## config.mk

```make
export PLATFORM = sky130hd
export DESIGN_NAME = masked_hpc3_rand_source
export DESIGN_NICKNAME = d
export VERILOG_FILES = /design/src/rtl/masked_hpc3_rand_source.sv
export SDC_FILE = /design/constraint.sdc
export NUM_CORES = 1
export LEC_CHECK = 0
export CORE_MARGIN = 2
export CORE_UTILIZATION = 48
export CTS_CLUSTER_SIZE = 8
export DETAILED_ROUTE_END_ITERATION = 10
export PLACE_DENSITY_LB_ADDON = 0.3
export SYNTH_ARGS = -nofsm -noshare
export SYNTH_HDL_FRONTEND = slang
export SYNTH_SLANG_ARGS = --single-unit
```

## constraint.sdc

```tcl
create_clock -name in_clock -period 3 [get_ports in_clock]
set_clock_uncertainty 0.1 [all_clocks]
set_input_delay 0.3 -clock in_clock [delete_from_list [all_inputs] [get_ports in_clock]]
set_output_delay 0.3 -clock in_clock [all_outputs]
set_load 0.01 [all_outputs]
```

## src/rtl/masked_hpc3_rand_source.sv

```systemverilog
// Fresh-randomness source for the parallel HPC3 multiplier stage.
// K xorshift32 lanes are seeded from a 32-bit value, run through a warm-up
// phase, then stepped once per consumed word.  The r / p_ab / p_ac refresh
// masks are sliced straight out of the lane registers.
//
// state  | meaning
// -------+-----------------------------------------------------------
// IDLE   | after reset, no seed yet; outputs invalid, in_ready ignored
// WARMUP | seed loaded, discarding wc generator steps
// RUN    | words valid; lanes step on every accepted in_ready
module masked_hpc3_rand_source #(
    parameter int NUM_SHARES      = 2,
    parameter int BIT_WIDTH       = 4,
    parameter int WARMUP_CYCLES   = 16,
    parameter int RESEED_INTERVAL = 1024
) (
    input  logic                                                      in_clock,
    input  logic                                                      in_reset,
    input  logic [31:0]                                               in_seed,
    input  logic                                                      in_seed_valid,
    input  logic                                                      in_ready,
    output logic                                                      out_valid,
    output logic [NUM_SHARES*(NUM_SHARES-1)/2-1:0][BIT_WIDTH-1:0]     out_r,
    output logic [NUM_SHARES*(NUM_SHARES-1)/2-1:0][BIT_WIDTH-1:0]     out_p_ab,
    output logic [NUM_SHARES*(NUM_SHARES-1)/2-1:0][BIT_WIDTH-1:0]     out_p_ac,
    output logic                                                      out_reseed_req
);

    localparam int Q    = NUM_SHARES * (NUM_SHARES - 1) / 2;
    localparam int QW   = Q * BIT_WIDTH;
    localparam int RW   = 3 * QW;
    localparam int K    = (RW + 31) / 32;
    localparam int WC_W = (WARMUP_CYCLES > 0) ? $clog2(WARMUP_CYCLES + 1) : 1;
    localparam int CC_W = $clog2(RESEED_INTERVAL + 1);

    localparam logic [WC_W-1:0] WC_INIT = WC_W'(WARMUP_CYCLES);
    localparam logic [CC_W-1:0] CC_MAX  = CC_W'(RESEED_INTERVAL);
    localparam logic [31:0]     GOLDEN  = 32'h9E3779B9;

    typedef enum logic [1:0] {
        S_IDLE   = 2'd0,
        S_WARMUP = 2'd1,
        S_RUN    = 2'd2
    } state_t;

    state_t            state_q, state_d;
    logic [31:0]       lane_q [K];
    logic [31:0]       lane_d [K];
    logic [WC_W-1:0]   wc_q, wc_d;
    logic [CC_W-1:0]   cc_q, cc_d;
    logic              req_q, req_d;
    logic [RW-1:0]     s_flat;

    function automatic logic [31:0] xs_step(input logic [31:0] x);
        logic [31:0] y;
        y = x ^ (x << 13);
        y = y ^ (y >> 17);
        y = y ^ (y << 5);
        return y;
    endfunction

    // An all-zero lane would lock xorshift at zero forever, so it is replaced by 1.
    function automatic logic [31:0] seed_lane(input logic [31:0] seed, input int unsigned k);
        logic [31:0] v;
        v = seed ^ (32'(k) * GOLDEN);
        if (v == 32'h0) begin
            v = 32'h1;
        end
        return v;
    endfunction

    // State, lane and counter registers; reset forces every output to zero.
    always_ff @(posedge in_clock or negedge in_reset) begin
        if (!in_reset) begin
            state_q <= S_IDLE;
            for (int k = 0; k < K; k++) begin
                lane_q[k] <= '0;
            end
            wc_q    <= '0;
            cc_q    <= '0;
            req_q   <= 1'b0;
        end else begin
            state_q <= state_d;
            lane_q  <= lane_d;
            wc_q    <= wc_d;
            cc_q    <= cc_d;
            req_q   <= req_d;
        end
    end

    // Next-state logic: a seed load overrides everything, including in_ready.
    always_comb begin
        state_d = state_q;
        lane_d  = lane_q;
        wc_d    = wc_q;
        cc_d    = cc_q;
        req_d   = req_q;
        if (in_seed_valid) begin
            for (int k = 0; k < K; k++) begin
                lane_d[k] = seed_lane(in_seed, k);
            end
            wc_d    = WC_INIT;
            cc_d    = '0;
            req_d   = 1'b0;
            state_d = S_WARMUP;
        end else begin
            case (state_q)
                S_IDLE: begin
                    state_d = S_IDLE;
                end
                S_WARMUP: begin
                    if (wc_q == '0) begin
                        state_d = S_RUN;
                    end else begin
                        for (int k = 0; k < K; k++) begin
                            lane_d[k] = xs_step(lane_q[k]);
                        end
                        wc_d = wc_q - 1'b1;
                    end
                end
                S_RUN: begin
                    if (in_ready) begin
                        for (int k = 0; k < K; k++) begin
                            lane_d[k] = xs_step(lane_q[k]);
                        end
                        // Saturate so the request stays meaningful after the interval.
                        if (cc_q != CC_MAX) begin
                            cc_d = cc_q + 1'b1;
                        end
                        if (cc_d == CC_MAX) begin
                            req_d = 1'b1;
                        end
                    end
                end
                default: begin
                    state_d = S_IDLE;
                end
            endcase
        end
    end

    // Concatenate the lanes LSB-first, keeping only the bits the masks use.
    for (genvar k = 0; k < K; k++) begin : g_map
        localparam int CHUNK = ((RW - 32 * k) > 32) ? 32 : (RW - 32 * k);
        assign s_flat[32*k +: CHUNK] = lane_q[k][CHUNK-1:0];
    end

    assign out_r          = s_flat[QW-1:0];
    assign out_p_ab       = s_flat[2*QW-1:QW];
    assign out_p_ac       = s_flat[RW-1:2*QW];
    assign out_valid      = (state_q == S_RUN);
    assign out_reseed_req = req_q;

endmodule

```

# Yosys cells after proc, flatten, opt, wreduce, memory -nomap -nowiden
# Cells that the tools add are included.
# word_totals
in_bits	36
romBits	0
out_inout_bits	14
memories	0
mem_bits_rw	0
word_cells	53
register_bits	51
latchBits	0
# classes
eq_ne	9
multipliers	0
add_sub_neg	2
div_mod_pow	0
n_lt_le_gt_ge	0
mux	22
bitwise_logic	3
n_reduce_logical	12
shifts	0
# ops
operator	n
$mux W32	4
$mux W11	7
$pmux W32 S2	1
$xor A32 B32 Y32	2
$logic_not A32 Y1	1
$xor A32 B15 Y32	1
$mux W5	3
$add A11 B1 Y11 const B	1
$eq A11 B11 Y1 const B	1
$ne A11 B11 Y1 const B	1
$ne A3 B3 Y1 const B	3
$reduce_bool A2 Y1	4
$reduce_and A2 Y1	3
$reduce_and A3 Y1	2
$logic_not A5 Y1	1
$sub A5 B1 Y5 const B	1
$mux W1	4
$mux W2	2
$ne A2 B2 Y1 const B	2
$pmux W2 S2	1
$reduce_bool A3 Y1	1
$eq A2 B1 Y1 const B	1
$eq A2 B2 Y1 const B	1

# Logic depth before layout (Yosys ltp)
# Gate-level depths: netlist (run 1).
# logic_depth
word_depth	10
ltp_mapped	8
mapped_depth_nobuf	6

# Worst setup path after synthesis (run 1)
# OpenSTA, ideal clock, no wires.
# synth_timing
path_type	register -> register
startpoint	register wc_q[0]
endpoint	register lane_q[13] (netlist name)
required_ps	2775
stages_incl_launch_ff	8
path_slack_ps	1036
synth_period_minus_slack_ps	1964
t_arrival_ps	1740
n_path_buf	1
setup_time_ps	125
path_cell_list	dfrtp_1 -> inv_1 -> ha_1 -> or4b_4 -> a21oi_4 -> buf_6 -> o21ai_1 -> mux2_2
# synth_between
elab_chain_cells	3
# synth_lines
item	line	text
start: declaration	49	logic [WC_W-1:0] wc_q, wc_d;
start signal: assignment	85	wc_q <= wc_d;
$logic_not A5 Y1	112	if (wc_q == '0) begin
$ne A3 B3 Y1 (no source line)	n/a	
$reduce_and A3 Y1 (no source line)	n/a	
end signal: assignment	84	lane_q <= lane_d;
end: declaration	47	logic [31:0] lane_q [K];
# Every way passes these cells.
# A chain may end at the register's enable or synchronous reset.

# Final worst setup path (run 1)
# Ends and elaborated chain as after synthesis.

==> flow_summary_export.csv, run 1 <==
group,metric,value,unit
global_routing,grtUsageMet1,29.8,%
timing,timing.slew.headroom,59.6,%
status,outcome,"complete, no violations",
die,design.die.area,0.00827,mm²
critical_path,worstSetupPathType,"flip-flop to flip-flop",
placed_design,post-dp-hpwl,6220,µm
global_routing,gr-usage-met3,3.82,%
layout,final_nets,448,
routing,routedWlPerCell,17.1,µm
layout,insertedDiodeCount,0,
routing,routed_via_density,5.95,
critical_path,worst_r2r_startpoint,"wc_q[0]$_DFFE_PN0P_",
global_routing,first_global_vias,2961,
synthesis,postSynthNetCount,423,
timing,peak_freq,424,MHz
synthesis,netlist_area,0.00363,mm²
routing,dr_total_vias,3023,
layout,fillers,671,
critical_path,cp_data_required_time,3.11,ns
power,powerDensity,1160,mW/mm²
synthesis,number_of_flops_mapped_to_enable_cells_by_yosys,0,
routing,wirelength,8680,µm
clock_network,tritoncts.num_buffers,5,
critical_path,max_fo_critical_path,62,
routing,route.antenna.remaining_nets,0,
routing,detail_route.iter0.violations,187,
critical_path,r2r_cells,7,
synthesis,synth_top_flop_cell,"sky130_fd_sc_hd__dfrtp_1",
synthesis,yosys_warnings,0,
placed_design,dp_worst_setup_slack,0.662,ns
global_routing,aggregate_global_route_resource_usage,22.0,%
global_routing,grt_start_max_net_pins,63,
job,cap_viol_max_count,0,
timing,fin_crit_sh,78.6,%
critical_path,worstSetupStartpointType,"flip-flop",
placed_design,numPortBuffers,49,
clock_network,clock_sinks,51,
die,boundaryPins,50,
synthesis,syn_avg_cell_area,9.47,µm²
die,std_cell_rows,31,
power,power.ir.vdd_worst,0.658,mV
critical_path,worst_setup_ep_type,"flip-flop",
synthesis,cell_count_after_synthesis,383,
die,dieHeight,90.9,µm
clock_network,worstSkewPairLatency,0.31,ns
global_routing,grt_pass1_wl,14700,µm
hold_path,hp-class,"input pin to asynchronous set/reset pin",
die,core_region_area,0.00729,mm²
die,start_util,49.7,%
global_routing,top_usage_layer,"met2",
routing,drc_violations,0,
layout,synthToLayoutAreaGrowth,15.6,%
timing,tightest_slew,0.606,ns
timing,timing.final.hold_violations,0,
global_routing,grtUsageMet2,37.0,%
critical_path,cp_data_arrival_time,2.47,ns
clock_network,worst_setup_hold_path_clk_slew,0.10,ns
synthesis,ys_ff_latch,51,
layout,layout.cells.most_common_list,"sky130_fd_sc_hd__dfrtp_1 (51), sky130_fd_sc_hd__clkdlybuf4s50_1 (48), sky130_fd_sc_hd__nor2_1 (35)",
critical_path,crit-reg2reg-capture,"lane_q[13]$_DFFE_PN0P_",
timing,finalWorstPathRequiredPeriod,2.36,ns
synthesis,yosysSeqAreaShare,35.2,%
critical_path,worst-r2r-setup-slack,0.64,ns
clock_network,postCtsResizedCells,0,
timing,setup_viol,0,
timing,post-route-worst-setup-slack,0.641,ns
layout,final_layout_size_suffix_gt1_share,5.38,%
timing,grt_setup_unrepaired,"false",
power,cellLeakagePower,1.70,nW
timing,finalSetupTns,0,ns
placed_design,routabilityCongestion,0.834,
synthesis,post_synth_num_cell_types,49,
global_routing,gr-total-overflow,0,
synthesis,synthArstFlopShare,100,%
timing,final-max-slew-violation-count,0,
clock_network,clockRootBuffer,"sky130_fd_sc_hd__clkbuf_8",
global_routing,antenna_violations_before_repair,0,
clock_network,tritoncts,"yes",
layout,most_frequent_standard_cell_in_the_layout_excluding_fill_and_tap_cells,"sky130_fd_sc_hd__dfrtp_1",
clock_network,cts_h_tree_depth,2,
clock_network,clock_path_buffers,2,
die,die_x,90.9,µm
routing,detailedRoute.firstPassIterationCount,4,
-- per-stage QoR --
step	util (%)	instances	total power [W]	instance area, µm²	hold WS (ns)
after floorplan	-	383	0.00380	3630	-0.0956
after global routing	57.5	508	0.00526	4190	0.226
after detailed placement	55.8	499	0.00437	4070	0.0280
after global placement	55.8	499	0.00424	4070	0.0251
final	57.5	508	0.00488	4190	0.229
after CTS	57.5	508	0.00489	4190	0.224
-- state kept, by name, summed over array words and instances, names as in the netlist --
register	flops
cc_q	11
lane_q	32
out_reseed_req	1
state_q	2
wc_q	5
-- area by class of cell --
class,instances,area (µm²),share of cell area [%]
multi-input cells,287,2110,50.4
inverters,8,30.0,0.716
flip-flops and latches,51,1280,30.4
clock buffers,6,82.6,1.97
clock inverters,2,35.0,0.835
repair buffers,55,533,12.7
well taps,99,124,2.95
-- layer usage --
metal  up-vias  part of all wire (%)
li1       1439                     -
met1      1488                    45
met2        86                    49
met3        10                   5.4
met4         0                   1.2
met5         -                     0
-- cells by family after synthesis --
family	after synthesis	share of synthesized area [%]
fa+ha+maj	4	1.38
mux	4	1.17
buf+inv	45	6.55
simple gates	138	20.8
flops	51	35.2
compound gates	78	14.0
xor+xnor	63	20.9
-- Yosys cell counts (2+ instances only) --
cell type / number / area (µm²)
sky130_fd_sc_hd__nand3b_1: 2 / 15.0
sky130_fd_sc_hd__xor2_1: 18 / 158
sky130_fd_sc_hd__inv_1: 7 / 26.3
sky130_fd_sc_hd__xnor2_1: 31 / 272
sky130_fd_sc_hd__nor2_1: 35 / 131
sky130_fd_sc_hd__mux2i_1: 2 / 20.0
sky130_fd_sc_hd__xnor3_1: 4 / 90.1
sky130_fd_sc_hd__or3_1: 21 / 131
sky130_fd_sc_hd__or4_1: 11 / 82.6
sky130_fd_sc_hd__a21oi_1: 5 / 25.0
sky130_fd_sc_hd__o21ai_1: 2 / 10.0
sky130_fd_sc_hd__ha_1: 4 / 50.1
sky130_fd_sc_hd__clkbuf_1: 15 / 56.3
sky130_fd_sc_hd__a31oi_1: 21 / 131
sky130_fd_sc_hd__nor3_1: 9 / 45.0
sky130_fd_sc_hd__o21ai_0: 24 / 120
sky130_fd_sc_hd__nand3_1: 16 / 80.1
sky130_fd_sc_hd__o211ai_1: 13 / 97.6
sky130_fd_sc_hd__buf_1: 2 / 7.51
sky130_fd_sc_hd__nand4_1: 9 / 56.3
sky130_fd_sc_hd__a211o_1: 4 / 35.0
sky130_fd_sc_hd__nor4_1: 10 / 62.6
sky130_fd_sc_hd__buf_2: 4 / 20.0
sky130_fd_sc_hd__dfrtp_1: 51 / 1280
sky130_fd_sc_hd__mux2_2: 2 / 22.5
sky130_fd_sc_hd__nand2_1: 13 / 48.8
sky130_fd_sc_hd__and3_1: 2 / 12.5
sky130_fd_sc_hd__o31a_1: 2 / 17.5
sky130_fd_sc_hd__buf_4: 15 / 113
sky130_fd_sc_hd__xor3_1: 10 / 238
-- critical path: stages, from the launching register on --
cell and delay (ns):
sky130_fd_sc_hd__dfrtp_1 0.41, sky130_fd_sc_hd__inv_1 0.09, sky130_fd_sc_hd__ha_1 0.16, sky130_fd_sc_hd__or4b_4 0.50, sky130_fd_sc_hd__a21oi_4 0.13, sky130_fd_sc_hd__buf_4 0.45, sky130_fd_sc_hd__o21ai_1 0.13, sky130_fd_sc_hd__mux2_2 0.27
-- power breakdown --
group	internal [W]	leakage (nW)	switching, W
clock	0.000270	0.0612	0.000239
combinational	0.00174	1.01	0.00131
sequential	0.000951	0.625	0.000371
-- timing repair --
action                    in CTS  in global routing
hold endpoints to repair       5                  0
buffers inserted               0                  0
hold buffers                   1                  0
-- worst max-delay path by stage --
stage,start,to,slack [ns],depth (start not counted)
6_report,wc_q[0]$_DFFE_PN0P_,lane_q[13]$_DFFE_PN0P_,0.64,7
5_1_grt,wc_q[0]$_DFFE_PN0P_,lane_q[25]$_DFFE_PN0P_,0.50,7
3_3_place_gp,wc_q[0]$_DFFE_PN0P_,lane_q[14]$_DFFE_PN0P_,0.74,7
3_5_place_dp,wc_q[0]$_DFFE_PN0P_,lane_q[13]$_DFFE_PN0P_,0.66,7
2_1_floorplan,wc_q[0]$_DFFE_PN0P_,lane_q[13]$_DFFE_PN0P_,1.04,7
4_1_cts,wc_q[0]$_DFFE_PN0P_,lane_q[14]$_DFFE_PN0P_,0.65,7
Note: power is estimated with default switching activity, not from simulation.
==> run 2: changes to the inputs <==
clock period = 1.94 ns   (was 3 ns; I/O delays follow)
==> flow_summary_export.csv, run 2 (synthesized netlist as in run 1, its figures left out) <==
group,metric,value,unit
status,outcome,"finished with violations",
status,violations_in_the_final_reports,"setup timing",
layout,finalNonFillerCells,552,
die,core_region_area,0.00729,mm²
placed_design,dpl_cell_area,0.00437,mm²
die,start_util,49.7,%
timing,timing.slew.headroom,60.4,%
timing,timing.final.hold_violations,0,
clock_network,tritoncts,"yes",
clock_network,tritoncts.num_buffers,5,
critical_path,cp_data_arrival_time,2.15,ns
routing,drc_violations,0,
timing,grt_setup_unrepaired,"true",
clock_network,clock_path_buffers,2,
timing,fin_crit_sh,106,%
power,design_power_total,0.00894,W
global_routing,first_global_vias,3054,
routing,routed_via_density,5.96,
placed_design,routabilityCongestion,0.836,
global_routing,aggregate_global_route_resource_usage,23.1,%
critical_path,cp_data_required_time,2.03,ns
layout,insertedDiodeCount,0,
routing,routedWlPerCell,18.7,µm
timing,finalSetupTns,-2.31,ns
routing,detailedRoute.firstPassIterationCount,5,
timing,final-max-slew-violation-count,0,
routing,wirelength,10300,µm
global_routing,grt_pass1_wl,15400,µm
layout,layout.cells.most_common_list,"sky130_fd_sc_hd__dfrtp_1 (51), sky130_fd_sc_hd__clkdlybuf4s50_1 (48), sky130_fd_sc_hd__buf_4 (39)",
timing,setup_viol,32,
die,design.die.area,0.00827,mm²
job,cap_viol_max_count,0,
clock_network,cts_h_tree_depth,2,
die,die_x,90.9,µm
routing,wl_met2,5030,µm
clock_network,worst_setup_hold_path_clk_slew,0.09,ns
timing,tightest_slew,0.593,ns
routing,top_signal_layer_used,"met4",
power,power.ir.vdd_worst,1.20,mV
layout,final_design_area_no_fill,0.00471,mm²
layout,final_layout_size_suffix_gt1_share,19.4,%
routing,detail_route.iter0.violations,287,
die,boundaryPins,50,
timing,finalWorstPathRequiredPeriod,2.06,ns
power,powerDensity,1900,mW/mm²
critical_path,worst-r2r-setup-slack,-0.12,ns
layout,largest_reg_flops,32,
critical_path,worst_setup_ep_type,"flip-flop",
layout,regMostFlops,"lane_q",
routing,dr_total_vias,3291,
placed_design,post-place-cells,535,
global_routing,gr-total-overflow,0,
layout,largest_registers,"lane_q x32, cc_q x11, wc_q x5",
clock_network,clock_sinks,51,
critical_path,worstSetupPathType,"flip-flop to flip-flop",
placed_design,numPortBuffers,49,
power,cellLeakagePower,1.98,nW
routing,wirelength_met1,4460,µm
clock_network,worstSkewPairLatency,0.31,ns
critical_path,max_fo_critical_path,6,
routing,route.antenna.remaining_nets,0,
clock_network,clockRootBuffer,"sky130_fd_sc_hd__clkbuf_8",
timing,post-route-worst-setup-slack,-0.115,ns
hold_path,hp-class,"input pin to asynchronous set/reset pin",
critical_path,worstSetupStartpointType,"flip-flop",
layout,synthToLayoutAreaGrowth,29.9,%
layout,most_frequent_standard_cell_in_the_layout_excluding_fill_and_tap_cells,"sky130_fd_sc_hd__dfrtp_1",
die,dieHeight,90.9,µm
placed_design,post-dp-hpwl,6810,µm
die,std_cell_rows,31,
global_routing,antenna_violations_before_repair,0,
layout,layout.core_utilization,64.6,%
layout,final_nets,493,
timing,peak_freq,487,MHz
routing,wl_met3,609,µm
global_routing,grt_start_max_net_pins,55,
-- run 2: changes by cell type in the layout (fill, tap and decap cells not counted), sizes merged --
cell and change:
bufinv -1, clkbuf +2, buf +43
-- run 2: per-stage QoR --
step | setup slack (ns) | hold WS (ns)
after floorplan | -0.0244 | -0.202
final | -0.115 | 0.314
after detailed placement | -0.0516 | 0.128
after CTS | -0.0556 | 0.332
after global routing | -0.160 | 0.381
after global placement | 0.0121 | 0.124
-- run 2: path summary, 6_finish.rpt --
| path | cells after the start | endpoint | startpoint |
|---|---|---|---|
| min in group in_clock | 3 | lane_q[15]$_DFFE_PN0P_ | in_seed[15] |
| worst max-delay path | 8 | lane_q[14]$_DFFE_PN0P_ | wc_q[1]$_DFFE_PN0P_ |
| worst min-delay path | 2 | lane_q[11]$_DFFE_PN0P_ | in_reset |
| max in group asynchronous | 3 | cc_q[6]$_DFFE_PN0P_ | in_reset |
| worst max register to register | 8 | lane_q[14]$_DFFE_PN0P_ | wc_q[1]$_DFFE_PN0P_ |
| worst min register to register | 2 | out_reseed_req$_DFFE_PN0P_ | out_reseed_req$_DFFE_PN0P_ |
-- run 2: worst max-delay path, cell delays in order (launching register included) --
cell and delay, ns:
sky130_fd_sc_hd__dfrtp_1 0.40, sky130_fd_sc_hd__inv_2 0.09, sky130_fd_sc_hd__ha_4 0.13, sky130_fd_sc_hd__or4b_4 0.48, sky130_fd_sc_hd__a21oi_4 0.19, sky130_fd_sc_hd__buf_6 0.13, sky130_fd_sc_hd__buf_6 0.12, sky130_fd_sc_hd__o21ai_2 0.06
sky130_fd_sc_hd__mux2_4 0.26
-- run 2: final cells by class --
cell class / instances / area [µm²]
multi-input combinational: 287 / 2220
tap: 99 / 124
clock buffer: 6 / 82.6
sequential: 51 / 1280
fill: 601 / 2580
clock inverter: 1 / 5.00
inverter: 8 / 30.0
timing repair buffer: 100 / 978
-- run 2: report_power, final --
group | total, W | switching, W | internal (W)
Combinational | 0.00634 | 0.00272 | 0.00362
Sequential | 0.00196 | 0.000492 | 0.00147
Clock | 0.000639 | 0.000358 | 0.000281
-- run 2: layer usage --
layer  vias to the layer above  global-route usage (%)
met5                         -                       0
met4                         0                    5.68
met3                        25                    2.66
met2                       115                    37.2
met1                      1625                    33.4
li1                       1526                       -
-- run 2: repair_timing --
action,4_1_cts,5_1_grt
gates resized for setup,10,35
gates cloned,0,5
pin swaps,1,22
hold buffers,1,0
setup endpoints to repair,29,33
endpoints found under the hold margin,23,0
buffers inserted,0,4
